$ cat config.mk
export PLATFORM = sky130hd
export DESIGN_NAME = uart_tx_fifo
export DESIGN_NICKNAME = d
export VERILOG_FILES = /design/src/rtl/uart_tx_fifo.sv
export SDC_FILE = /design/constraint.sdc
export NUM_CORES = 1
export LEC_CHECK = 0
export CELL_PAD_IN_SITES_DETAIL_PLACEMENT = 1
export CELL_PAD_IN_SITES_GLOBAL_PLACEMENT = 1
export CORE_MARGIN = 5
export CORE_UTILIZATION = 56
export CTS_CLUSTER_SIZE = 25
export DETAILED_ROUTE_END_ITERATION = 16
export PLACE_DENSITY = 0.95
export REMOVE_ABC_BUFFERS = 1
export SYNTH_ARGS = -nofsm -noshare
export SYNTH_HDL_FRONTEND = slang
export SYNTH_SLANG_ARGS = --single-unit
$ cat constraint.sdc
create_clock -name clk -period 6.4 [get_ports clk]
set_clock_uncertainty 0.05 [all_clocks]
set_input_delay 1.28 -clock clk [delete_from_list [all_inputs] [get_ports clk]]
set_output_delay 1.28 -clock clk [all_outputs]
set_load 0.05 [all_outputs]
$ cat src/rtl/uart_tx_fifo.sv
// uart_tx_fifo: FIFO-buffered UART transmitter (8N1, LSB first).
// Ports: clk, rst_n (async low), data/valid/ready push port,
//   uart_tx serial line, busy, fifo_count.
// Define UART_TX_PARITY_EN for an even-parity bit (8E1 frames).
module uart_tx_fifo #(
  parameter int CLK_FREQ   = 12000000,
  parameter int BAUD       = 115200,
  parameter int FIFO_DEPTH = 16
) (
  input  logic                        clk,
  input  logic                        rst_n,
  input  logic [7:0]                  data,
  input  logic                        valid,
  output logic                        ready,
  output logic                        uart_tx,
  output logic                        busy,
  output logic [$clog2(FIFO_DEPTH):0] fifo_count
);

  localparam int CPB = CLK_FREQ / BAUD;
  localparam int AW  = $clog2(FIFO_DEPTH);
  localparam int CW  = AW + 1;
  localparam int TW  = (CPB > 1) ? $clog2(CPB) : 1;

`ifdef UART_TX_PARITY_EN
  typedef enum logic [2:0] {
    IDLE, START, DATA, PARITY, STOP
  } state_e;
  logic par_q;
`else
  typedef enum logic [1:0] {
    IDLE, START, DATA, STOP
  } state_e;
`endif

  state_e        state_q;
  logic [TW-1:0] tmr_q;
  logic [2:0]    bit_q;
  logic [7:0]    shift_q;
  logic          tx_q;

  logic [7:0]    mem_q [FIFO_DEPTH];
  logic [AW-1:0] wr_q;
  logic [AW-1:0] rd_q;
  logic [CW-1:0] cnt_q;
  logic [CW-1:0] cnt_d;

  logic push;
  logic pop;
  logic last;

  assign ready = (cnt_q != CW'(FIFO_DEPTH));
  assign push  = valid && ready;
  assign pop   = (state_q == IDLE) && (cnt_q != '0);
  assign last  = (tmr_q == TW'(CPB - 1));

  assign uart_tx    = tx_q;
  assign fifo_count = cnt_q;
  assign busy       = (state_q != IDLE) || (cnt_q != '0);

  always_comb begin
    cnt_d = cnt_q;
    unique case ({push, pop})
      2'b10:   cnt_d = cnt_q + 1'b1;
      2'b01:   cnt_d = cnt_q - 1'b1;
      default: cnt_d = cnt_q;
    endcase
  end

  // Storage needs no reset; only the pointers define what is valid.
  always_ff @(posedge clk) begin
    if (push) mem_q[wr_q] <= data;
  end

  // The line is registered from the current state, so it trails the
  // state by one cycle; every bit still lasts exactly CPB cycles.
  always_ff @(posedge clk or negedge rst_n) begin
    if (!rst_n) begin
      state_q <= IDLE;
      tmr_q   <= '0;
      bit_q   <= '0;
      shift_q <= '0;
      tx_q    <= 1'b1;
      wr_q    <= '0;
      rd_q    <= '0;
      cnt_q   <= '0;
`ifdef UART_TX_PARITY_EN
      par_q   <= 1'b0;
`endif
    end else begin
      cnt_q <= cnt_d;
      if (push) wr_q <= wr_q + 1'b1;
      if (pop)  rd_q <= rd_q + 1'b1;
      unique case (state_q)
        IDLE: begin
          tx_q <= 1'b1;
          if (pop) begin
            shift_q <= mem_q[rd_q];
`ifdef UART_TX_PARITY_EN
            par_q   <= ^mem_q[rd_q];
`endif
            tmr_q   <= '0;
            state_q <= START;
          end
        end
        START: begin
          tx_q <= 1'b0;
          if (last) begin
            tmr_q   <= '0;
            bit_q   <= '0;
            state_q <= DATA;
          end else begin
            tmr_q <= tmr_q + 1'b1;
          end
        end
        DATA: begin
          tx_q <= shift_q[0];
          if (last) begin
            tmr_q   <= '0;
            shift_q <= shift_q >> 1;
            if (bit_q == 3'd7) begin
`ifdef UART_TX_PARITY_EN
              state_q <= PARITY;
`else
              state_q <= STOP;
`endif
            end else begin
              bit_q <= bit_q + 3'd1;
            end
          end else begin
            tmr_q <= tmr_q + 1'b1;
          end
        end
`ifdef UART_TX_PARITY_EN
        PARITY: begin
          tx_q <= par_q;
          if (last) begin
            tmr_q   <= '0;
            state_q <= STOP;
          end else begin
            tmr_q <= tmr_q + 1'b1;
          end
        end
`endif
        STOP: begin
          tx_q <= 1'b1;
          if (last) begin
            tmr_q   <= '0;
            state_q <= IDLE;
          end else begin
            tmr_q <= tmr_q + 1'b1;
          end
        end
        default: begin
          tx_q    <= 1'b1;
          state_q <= IDLE;
        end
      endcase
    end
  end

endmodule

==> run metrics, run 1 <==
status=completed; worst hold start=shift_q[1]; cell row count=40; Worst setup SP type=flip-flop; leading area contributor after synthesis=edfxtp_1; I/O pins=19; CP max stage delay=0.71 ns; CP Class=flip-flop to output pin; CTS Buf Count=17; post-synthesis sequential area ratio=68.7%; drt via density=around 6.3; cell family with most CP delay=buffers and inverters; Top cell by count, worst path=inv_1; WP buf/inv=4; pwr/cell area=between 400 and 500 nW/um^2; first-iteration detailed-routing DRC count=436; Synth Register Bits=162; Ys Warns=0; Critical Path Source=state_q[0]; Syn Inst Count=about 430; Design Area, Final=around 7700 sq um; n_diodes=0; most numerous cell in the Yosys netlist=edfxtp_1; ys async rst share=21.0%; Static Leak=2.75 nW; Max Cap Viol=0; total grt overflow=0; Post-CTS Setup Bufs=0; I/O Buffers=18; nets=478; CP arrival=2.64 ns; initial antenna violation count=0; placed inst area=a little over 7000 sq um; CP endpoint kind=output pin; Final TNS setup=0 ns; CTS tree=yes; CTS sink cnt=between 150 and 200; setup violators final=0; final hold violation count=0; fin crit share=62.1%; Slew HR=roughly 17%; number of global-route vias before repair=~4.3k; total die area=14500 sq um; crit path time final=about 4.0 ns; share of cells above drive strength 1=a little under an eighth; Hold WC Path Type=flip-flop to flip-flop; worst-margin pin slew=1.24 ns; Max Fanout on Critical Path=10; First-pass DRT Iterations=4; synth top area cells=edfxtp_1 56%, dfrtp_1 12%, mux4_2 4.6%; Root Buffer=clkbuf_16; ordered cell list for the critical path=inv_1 -> ha_1 -> inv_1 -> nor3_4 -> inv_1 -> clkdlybuf4s50_1; Die H=between 100 and 150 microns; Routed WL=16.0 mm; post-cts resize count=0; Worst VDD drop=roughly 0.00027 V; Total GRT Usage=between 20% and 30%; Pins Over Slew Limit=0; WL/cell=26.3 microns; area grow syn2layout=12.8%; synth cell count leaders=128 x edfxtp_1, 33 x dfrtp_1, 29 x mux2i_1; Hold Buf Count CTS=0; Unique masters post-synth=45; largest net degree at the start of global routing=38; mean area per synthesized cell=15.9 sq um; CP max-delay cell=clkdlybuf4s50_1; r2r startpoint=state_q[0]; Clock Latency Late Sink=0.43 ns; Synth Flop Type=edfxtp_1; RSZ-0062 raised after global routing=no; clk buf depth=2; Vias=3849; Post-synth EDFFs=approximately 130; total core area=between 10000 and 15000 sq um; chip width=~120 microns; Worst-path clk slew=roughly 0.060 ns; filler cell count in the final layout=~1.0k; Initial Util=between 50% and 60%; post-route ant nets=0; number of remaining DRC errors=0; FMAX=between 0.2 and 0.3 GHz; Synth Cell Area=slightly below 7000 sq um; hpwl dp=9.82 mm; first-pass GRT wire length=25.3 mm; Yosys top cell area share=between 50% and 60%; Worst EP required=5.07 ns; RePlAce Congestion=0.890; H-tree depth=4
-- path summary, 6_finish.rpt --
kind                                 end  slack (ns)  cells past startpoint
max                                 busy        2.43                      6
min                           shift_q[1]        0.46                      1
max reg2reg                fifo_count[3]        3.38                     10
min reg2reg                   shift_q[1]        0.46                      1
max in group asynchronous        uart_tx        4.72                      2
min in group asynchronous  fifo_count[3]        1.22                      2
-- where the power goes --
group	internal, mW	total (mW)	switching [mW]	leakage (nW)
registers	1.32	1.54	0.222	1.57
logic	0.476	1.11	0.635	0.899
clock network	0.611	1.03	0.417	0.282
total	2.41	3.68	1.27	2.75
-- cell usage in the layout, fill, tap and decap left out, drive strengths merged, types with 7 or more instances in the layout --
master / synthesis / routed
inv: 10 / 12
a21oi: 12 / 12
edfxtp: 128 / 128
nand2: 26 / 26
mux4: 19 / 19
clkbuf: 6 / 18
mux2i: 29 / 29
xnor2: 9 / 9
dfrtp: 33 / 33
a22oi: 16 / 16
o22ai: 7 / 7
clkdlybuf4s50: 0 / 18
o21ai: 11 / 11
nor3: 9 / 9
nor2: 26 / 26
ha: 16 / 16
-- flip-flops by register name, indices dropped and copies added (netlist names) --
register and count:
bit_q 3, fifo_count 5, mem_q 128, rd_q 4, shift_q 8, state_q 2
tmr_q 7, uart_tx 1, wr_q 4
-- layer usage --
| layer | GRT usage [%] | share of wire (%) | vias to the layer above | wire [microns] |
|---|---|---|---|---|
| li1 | - | - | 1711 | - |
| met1 | 29.4 | 38 | 1975 | 6050 |
| met2 | 40.1 | 53 | 133 | 8470 |
| met3 | 6.41 | 6.8 | 30 | 1100 |
| met4 | 10.5 | 2.7 | 0 | 427 |
| met5 | 0 | 0 | - | 0 |
-- area by class of cell --
type / count / area [sq um] / share of cell area [%]
multi-input cells: 240 / 2010 / 26.1
flip-flops and latches: 162 / 4700 / 60.9
clock inverters: 14 / 163 / 2.11
inverters: 10 / 37.5 / 0.486
clock buffers: 18 / 429 / 5.56
repair buffers: 20 / 195 / 2.53
well taps: 147 / 184 / 2.38
-- metrics by stage --
| step | hold slack (ns) | worst slack [ns] | cells | utilization [%] | total power [mW] |
|---|---|---|---|---|---|
| after CTS | 0.458 | 2.38 | 611 | 64.2 | 3.70 |
| after global routing | 0.482 | 2.28 | 611 | 64.2 | 3.85 |
| after global placement | 0.424 | 2.85 | 579 | 59.3 | 2.54 |
| final | 0.459 | 2.43 | 611 | 64.2 | 3.68 |
| after detailed placement | 0.442 | 2.67 | 579 | 59.3 | 2.64 |
| after floorplan | 0.414 | 3.23 | 412 | - | 2.27 |
-- logic make-up after synthesis --
| logic type | after synthesis | synth area share [%] |
|---|---|---|
| flops | 162 | 68.7 |
| compound gates | 71 | 7.17 |
| buf+inv | 27 | 1.94 |
| fa+ha+maj | 16 | 2.93 |
| mux | 51 | 11.3 |
| simple gates | 87 | 6.11 |
| xor+xnor | 15 | 1.92 |
Power figures use the tool's default switching activity.
==> inputs of run 2 (changes only) <==
--- a/config.mk
+++ b/config.mk
@@ -8,10 +8,10 @@
 export CELL_PAD_IN_SITES_DETAIL_PLACEMENT = 1
 export CELL_PAD_IN_SITES_GLOBAL_PLACEMENT = 1
 export CORE_MARGIN = 5
-export CORE_UTILIZATION = 56
+export CORE_UTILIZATION = 47
 export CTS_CLUSTER_SIZE = 25
 export DETAILED_ROUTE_END_ITERATION = 16
-export PLACE_DENSITY = 0.95
+export PLACE_DENSITY = 0.86
 export REMOVE_ABC_BUFFERS = 1
 export SYNTH_ARGS = -nofsm -noshare
 export SYNTH_HDL_FRONTEND = slang
==> constraint.sdc (replaced) <==
create_clock -name clk -period 3.47 [get_ports clk]
set_clock_uncertainty 0.05 [all_clocks]
set_input_delay 0.694 -clock clk [delete_from_list [all_inputs] [get_ports clk]]
set_output_delay 0.694 -clock clk [all_outputs]
set_load 0.05 [all_outputs]
==> run 2 against run 1 <==
Non-clock buffer count increased by 17. Register-to-register slack lost 2.9 ns. Final cell count grew 8.7%. Clock power is 89% higher. Largest cell class unchanged. Highest routed layer unchanged. Final area rose by 2.6%.
==> run metrics, run 2 (synthesis results as in run 1) <==
status=completed; fin crit share=a little under nine tenths; Worst VDD drop=0.000377 V (+41%); RePlAce Congestion=0.785 (-12%); Vias=3872 (+0.60%); CTS tree=yes; hold path depth=1 (unchanged); area grow syn2layout=15.8%; setup violators final=0 (unchanged); CP arrival=3.26 ns (+0.62 ns); top flop regs=mem_q (128), shift_q (8), tmr_q (7); worst-margin pin slew=0.987 ns (-0.255 ns); post-cts resize count=0 (unchanged); first-pass GRT wire length=23.8 mm (-5.9%); Clock Latency Late Sink=0.42 ns (about the same); Pins Over Slew Limit=0 (unchanged); Final TNS setup=0 ns (unchanged); first-iteration detailed-routing DRC count=250 (-43%); hpwl dp=10.1 mm (+3.3%); WP buf/inv=2 (-2); register area=4700 sq um (unchanged); Total GRT Usage=19.3% (-4.7 points); largest net degree at the start of global routing=37 (-2.6%); RSZ-0062 raised after global routing=no; Post-CTS Setup Bufs=0 (unchanged); worst hold start=shift_q[0]; cell row count=44 (+10%); cell family with most CP delay=adder cells; Worst EP required=3.76 ns (-1.31 ns); Worst-path clk slew=0.06 ns (about the same); n_diodes=0 (unchanged); Die H=131 microns (+8.4%); crit path time final=roughly 3.0 ns; Max Cap Viol=0 (unchanged); number of remaining DRC errors=0 (unchanged); Hold Buf Count CTS=0 (unchanged); CTS Buf Count=17 (unchanged); total die area=17100 sq um (+18%); H-tree depth=4 (unchanged); Static Leak=2.85 nW (+3.8%); Hold WS=0.442 ns (-0.0171 ns); Top cell by count, worst path=ha_1; I/O pins=19 (unchanged); Routed WL=15.4 mm (-3.7%); CP max-delay cell=nor2_1; pwr/cell area=867 nW/um^2 (+82%); total grt overflow=0 (unchanged); CP max stage delay=0.42 ns (-0.29 ns); hold endpoint=shift_q[0]; Largest Register=mem_q; chip width=131 microns (+8.4%); drt via density=5.83 (-7.4%); nets=495 (+3.6%); CP endpoint kind=flip-flop; Initial Util=47.4% (-9.5 points); First-pass DRT Iterations=4 (unchanged); commonest non-fill, non-tap cell in the layout=edfxtp_1; I/O Buffers=18 (unchanged); Multi-input gate area=2010 sq um (unchanged); commonest cells after routing, fill and taps aside=128 x edfxtp_1, 32 x dfrtp_1, 29 x mux2i_1, 26 x nor2_1, 26 x nand2_1; filler cell count in the final layout=1375 (+32%); Slew HR=34.2% (+18 points); WL/cell=23.3 microns (-11%); ordered cell list for the critical path=inv_1 -> ha_1 -> inv_1 -> nor2_1 -> ha_1 -> xor2_1 -> ha_1 -> nor2_1 -> a22oi_1 -> o2bb2ai_1 -> a21oi_1 -> xnor2_1; Worst setup SP type=flip-flop; R2R setup slack=0.50 ns (-2.88 ns); CTS sink cnt=162 (unchanged); number of flip-flops in the largest register=128 (unchanged); FMAX=around 0.34 GHz; R2R depth=12 (+2); clk buf depth=2 (unchanged); CP Class=flip-flop to flip-flop; number of global-route vias before repair=4205 (-1.8%); Hold WC Path Type=flip-flop to flip-flop; r2r startpoint=state_q[0]; post-route ant nets=0 (unchanged); Worst R2R End=fifo_count[4]; initial antenna violation count=0 (unchanged); final hold violation count=0 (unchanged); total design power=6.86 mW (+86%); share of cells above drive strength 1=14.8% (+3.2 points); Root Buffer=clkbuf_16; total core area=14400 sq um (+20%); Max Fanout on Critical Path=6 (-4)
-- run 2: worst max path at each step --
stage / start / end / depth (start not counted)
CTS: fifo_count[1] / busy / 4
detailed placement: valid / fifo_count[4] / 11
finish: state_q[0] / fifo_count[4] / 12
floorplan: fifo_count[1] / fifo_count[4] / 12
global placement: valid / fifo_count[3] / 9
global route: state_q[0] / fifo_count[4] / 12
-- run 2: final cells by class --
class | count | share of cell area (%)
clock inverter | 12 | 2.31
tap | 184 | 2.91
sequential | 162 | 59.3
inverter | 10 | 0.474
multi-input combinational | 240 | 25.4
clock buffer | 19 | 5.47
timing repair buffer | 37 | 4.11
-- run 2: layer usage --
layer / GRT usage, % / routed length, microns / vias to the layer above
li1: - / - / 1738
met1: 23.8 / 6380 / 2004
met2: 33.4 / 8020 / 107
met3: 4.88 / 770 / 23
met4: 6.47 / 272 / 0
met5: 0 / 0 / -
-- run 2: report_power, final --
| group | total (mW) | switching (mW) | internal (mW) |
|---|---|---|---|
| logic | 2.04 | 1.12 | 0.915 |
| clock network | 1.95 | 0.748 | 1.21 |
| registers | 2.87 | 0.444 | 2.43 |
| total | 6.86 | 2.31 | 4.55 |
-- run 2: per-stage QoR --
| step | util, % | instance area [sq um] | setup WS [ns] | std cells |
|---|---|---|---|---|
| 5_1_grt | 54.9 | 7920 | 0.221 | 664 |
| 4_1_cts | 54.9 | 7910 | 0.0986 | 664 |
| 6_report | 54.9 | 7920 | 0.501 | 664 |
| 3_5_place_dp | 50.6 | 7300 | 0.380 | 633 |
| 3_3_place_gp | 50.6 | 7300 | 0.573 | 633 |
| 2_1_floorplan | - | 6740 | 0.296 | 412 |
==> inputs of run 3 (changes only) <==
==> constraint.sdc (replaced) <==
create_clock -name clk -period 3.47 [get_ports clk]
set_clock_uncertainty 0.05 [all_clocks]
set_input_delay 0.8675 -clock clk [delete_from_list [all_inputs] [get_ports clk]]
set_output_delay 0.8675 -clock clk [all_outputs]
set_load 0.05 [all_outputs]
==> run 3 against run 2 <==
Global-route usage up 0.79 points. Sequential share of layout area increased by 0.27 points. Die area unchanged. Non-clock buffer count grew 2. Via count rose by 2.1%. Register-to-register slack better by 0.02 ns. Largest cell class unchanged.
==> run metrics, run 3 (synthesis results as in run 1) <==
Initial Util=47.4% (unchanged); Worst-path clk slew=0.06 ns (about the same); CP Class=flip-flop to output pin; post-route ant nets=0 (unchanged); cell row count=44 (unchanged); filler cell count in the final layout=1358 (-1.2%); first-iteration detailed-routing DRC count=168 (-33%); First-pass DRT Iterations=6 (+2); Vias=3952 (+2.1%); max layer used=met4; Worst EP required=2.55 ns (-1.21 ns); CTS tree=yes; FMAX=0.306 GHz (-9.1%); drt via density=5.93 (+1.6%); total core area=14400 sq um (unchanged); WL/cell=23.9 microns (+2.8%); initial antenna violation count=0 (unchanged); n_diodes=0 (unchanged); WP buf/inv=2 (unchanged); commonest non-fill, non-tap cell in the layout=edfxtp_1; I/O Buffers=18 (unchanged); Largest Register=mem_q; Worst setup SP type=flip-flop; H-tree depth=4 (unchanged); hpwl dp=10.5 mm (+3.6%); Clock Latency Late Sink=0.43 ns (about the same); fin crit share=94.1% (+8.6 points); placed inst area=7310 sq um (+0.21%); total grt overflow=0 (unchanged); ordered cell list for the critical path=or4_4 -> nor3_4 -> inv_1 -> dlygate4sd2_1; Root Buffer=clkbuf_16; CP max-delay cell=or4_4; status=completed; Design Area, Final=7880 sq um (-0.46%); CTS sink cnt=162 (unchanged); first-pass GRT wire length=24.8 mm (+4.3%); CP endpoint kind=output pin; WL met3=756 microns (-1.8%); Total GRT Usage=20.1% (+0.79 points); CTS Buf Count=17 (unchanged); Routed met1 length=6.46 mm (+1.2%); share of cells above drive strength 1=15.5% (+0.74 points); Pins Over Slew Limit=0 (unchanged); commonest cells after routing, fill and taps aside=128 x edfxtp_1, 32 x dfrtp_1, 29 x mux2i_1, 26 x nor2_1, 26 x nand2_1; Slew HR=37.6% (+3.4 points); Routed WL=15.9 mm (+3.3%); Hold WC Path Type=flip-flop to flip-flop; number of flip-flops in the largest register=128 (unchanged); register area=4700 sq um (unchanged); CP max stage delay=0.60 ns (+0.18 ns); cell family with most CP delay=simple AND/OR/NAND/NOR gates; number of remaining DRC errors=0 (unchanged); Max Fanout on Critical Path=10 (+4); largest net degree at the start of global routing=25 (-32%); Multi-input gate area=2010 sq um (unchanged); clk buf depth=2 (unchanged); RePlAce Congestion=0.827 (+5.4%); Die H=131 microns (unchanged); RSZ-0062 raised after global routing=no; setup violators final=0 (unchanged); area grow syn2layout=15.2%; Post-CTS Setup Bufs=0 (unchanged); nets=497 (+0.40%); Final TNS setup=0 ns (unchanged); crit path time final=3.27 ns (+0.297 ns); total die area=17100 sq um (unchanged); number of global-route vias before repair=4179 (-0.62%); worst-margin pin slew=0.935 ns (-0.0512 ns); I/O pins=19 (unchanged); Static Leak=2.84 nW (-0.41%); pwr/cell area=857 nW/um^2 (-1.2%); Max Cap Viol=0 (unchanged); top flop regs=mem_q (128), shift_q (8), tmr_q (7); final hold violation count=0 (unchanged); met2 WL=8.33 mm (+3.9%); chip width=131 microns (unchanged); Worst VDD drop=0.000420 V (+11%); CP arrival=2.35 ns (-0.91 ns)
[run 3: cell types whose count changed in the layout (fill, tap and decap cells not counted), sizes merged]
cell and change:
dlygate4sd2 +1, inv +7, buf +2, clkbuf -1, bufinv -3, dlymetal6s2s -1, clkinv -2
[run 3: cell type report]
type	count	share of cell area, %
tap	184	2.92
timing repair buffer	39	4.27
clock buffer	18	5.45
inverter	10	0.476
sequential	162	59.6
multi-input combinational	240	25.5
clock inverter	14	1.76
[run 3: path summary, 6_finish.rpt]
| check | to | slack [ns] | from | depth (start not counted) |
|---|---|---|---|---|
| max reg2reg | fifo_count[3] | 0.52 | state_q[0] | 10 |
| min | shift_q[5] | 0.45 | shift_q[5] | 1 |
| max | busy | 0.20 | fifo_count[1] | 4 |
| min in group asynchronous | tmr_q[5] | 0.76 | rst_n | 1 |
| min reg2reg | shift_q[5] | 0.45 | shift_q[5] | 1 |
| max in group asynchronous | rd_q[1] | 1.96 | rst_n | 2 |
[run 3: through the flow]
stage | hold slack (ns) | power, mW | utilization [%] | setup slack, ns | cells
CTS | 0.449 | 6.82 | 54.6 | 0.178 | 667
floorplan | 0.414 | 4.18 | - | 0.296 | 412
finish | 0.451 | 6.75 | 54.6 | 0.204 | 667
detailed placement | 0.438 | 4.94 | 50.7 | 0.364 | 635
global route | 0.466 | 7.09 | 54.6 | 0.0896 | 667
global placement | 0.425 | 4.75 | 50.7 | 0.409 | 635
[run 3: power by group]
part / leakage, nW / total, mW / switching [mW] / internal [mW]
combinational: 0.998 / 2.14 / 1.23 / 0.910
sequential: 1.57 / 2.79 / 0.364 / 2.43
clock: 0.277 / 1.82 / 0.813 / 1.01
[run 3: timing repair]
action                     in CTS  in global routing
setup endpoints to repair       1                  0
hold buffers                    0                  0
resized for setup               1                  0
[run 3: routing by layer]
metal | global-route usage [%] | vias up
met5 | 0 | -
met4 | 7.32 | 0
met3 | 4.47 | 26
met2 | 34.8 | 113
met1 | 24.9 | 2062
li1 | - | 1751
[run 3: worst register-to-register path, delay by kind of cell (launching register included)]
family / cells / cell delay [ns]
adders and majority gates: 2 / 0.65
xor gates and xnor gates: 1 / 0.15
DFF: 1 / 0.40
buffers and inverters: 3 / 0.42
and+or+nand+nor: 2 / 0.52
AOI/OAI and AO/OA: 2 / 0.65
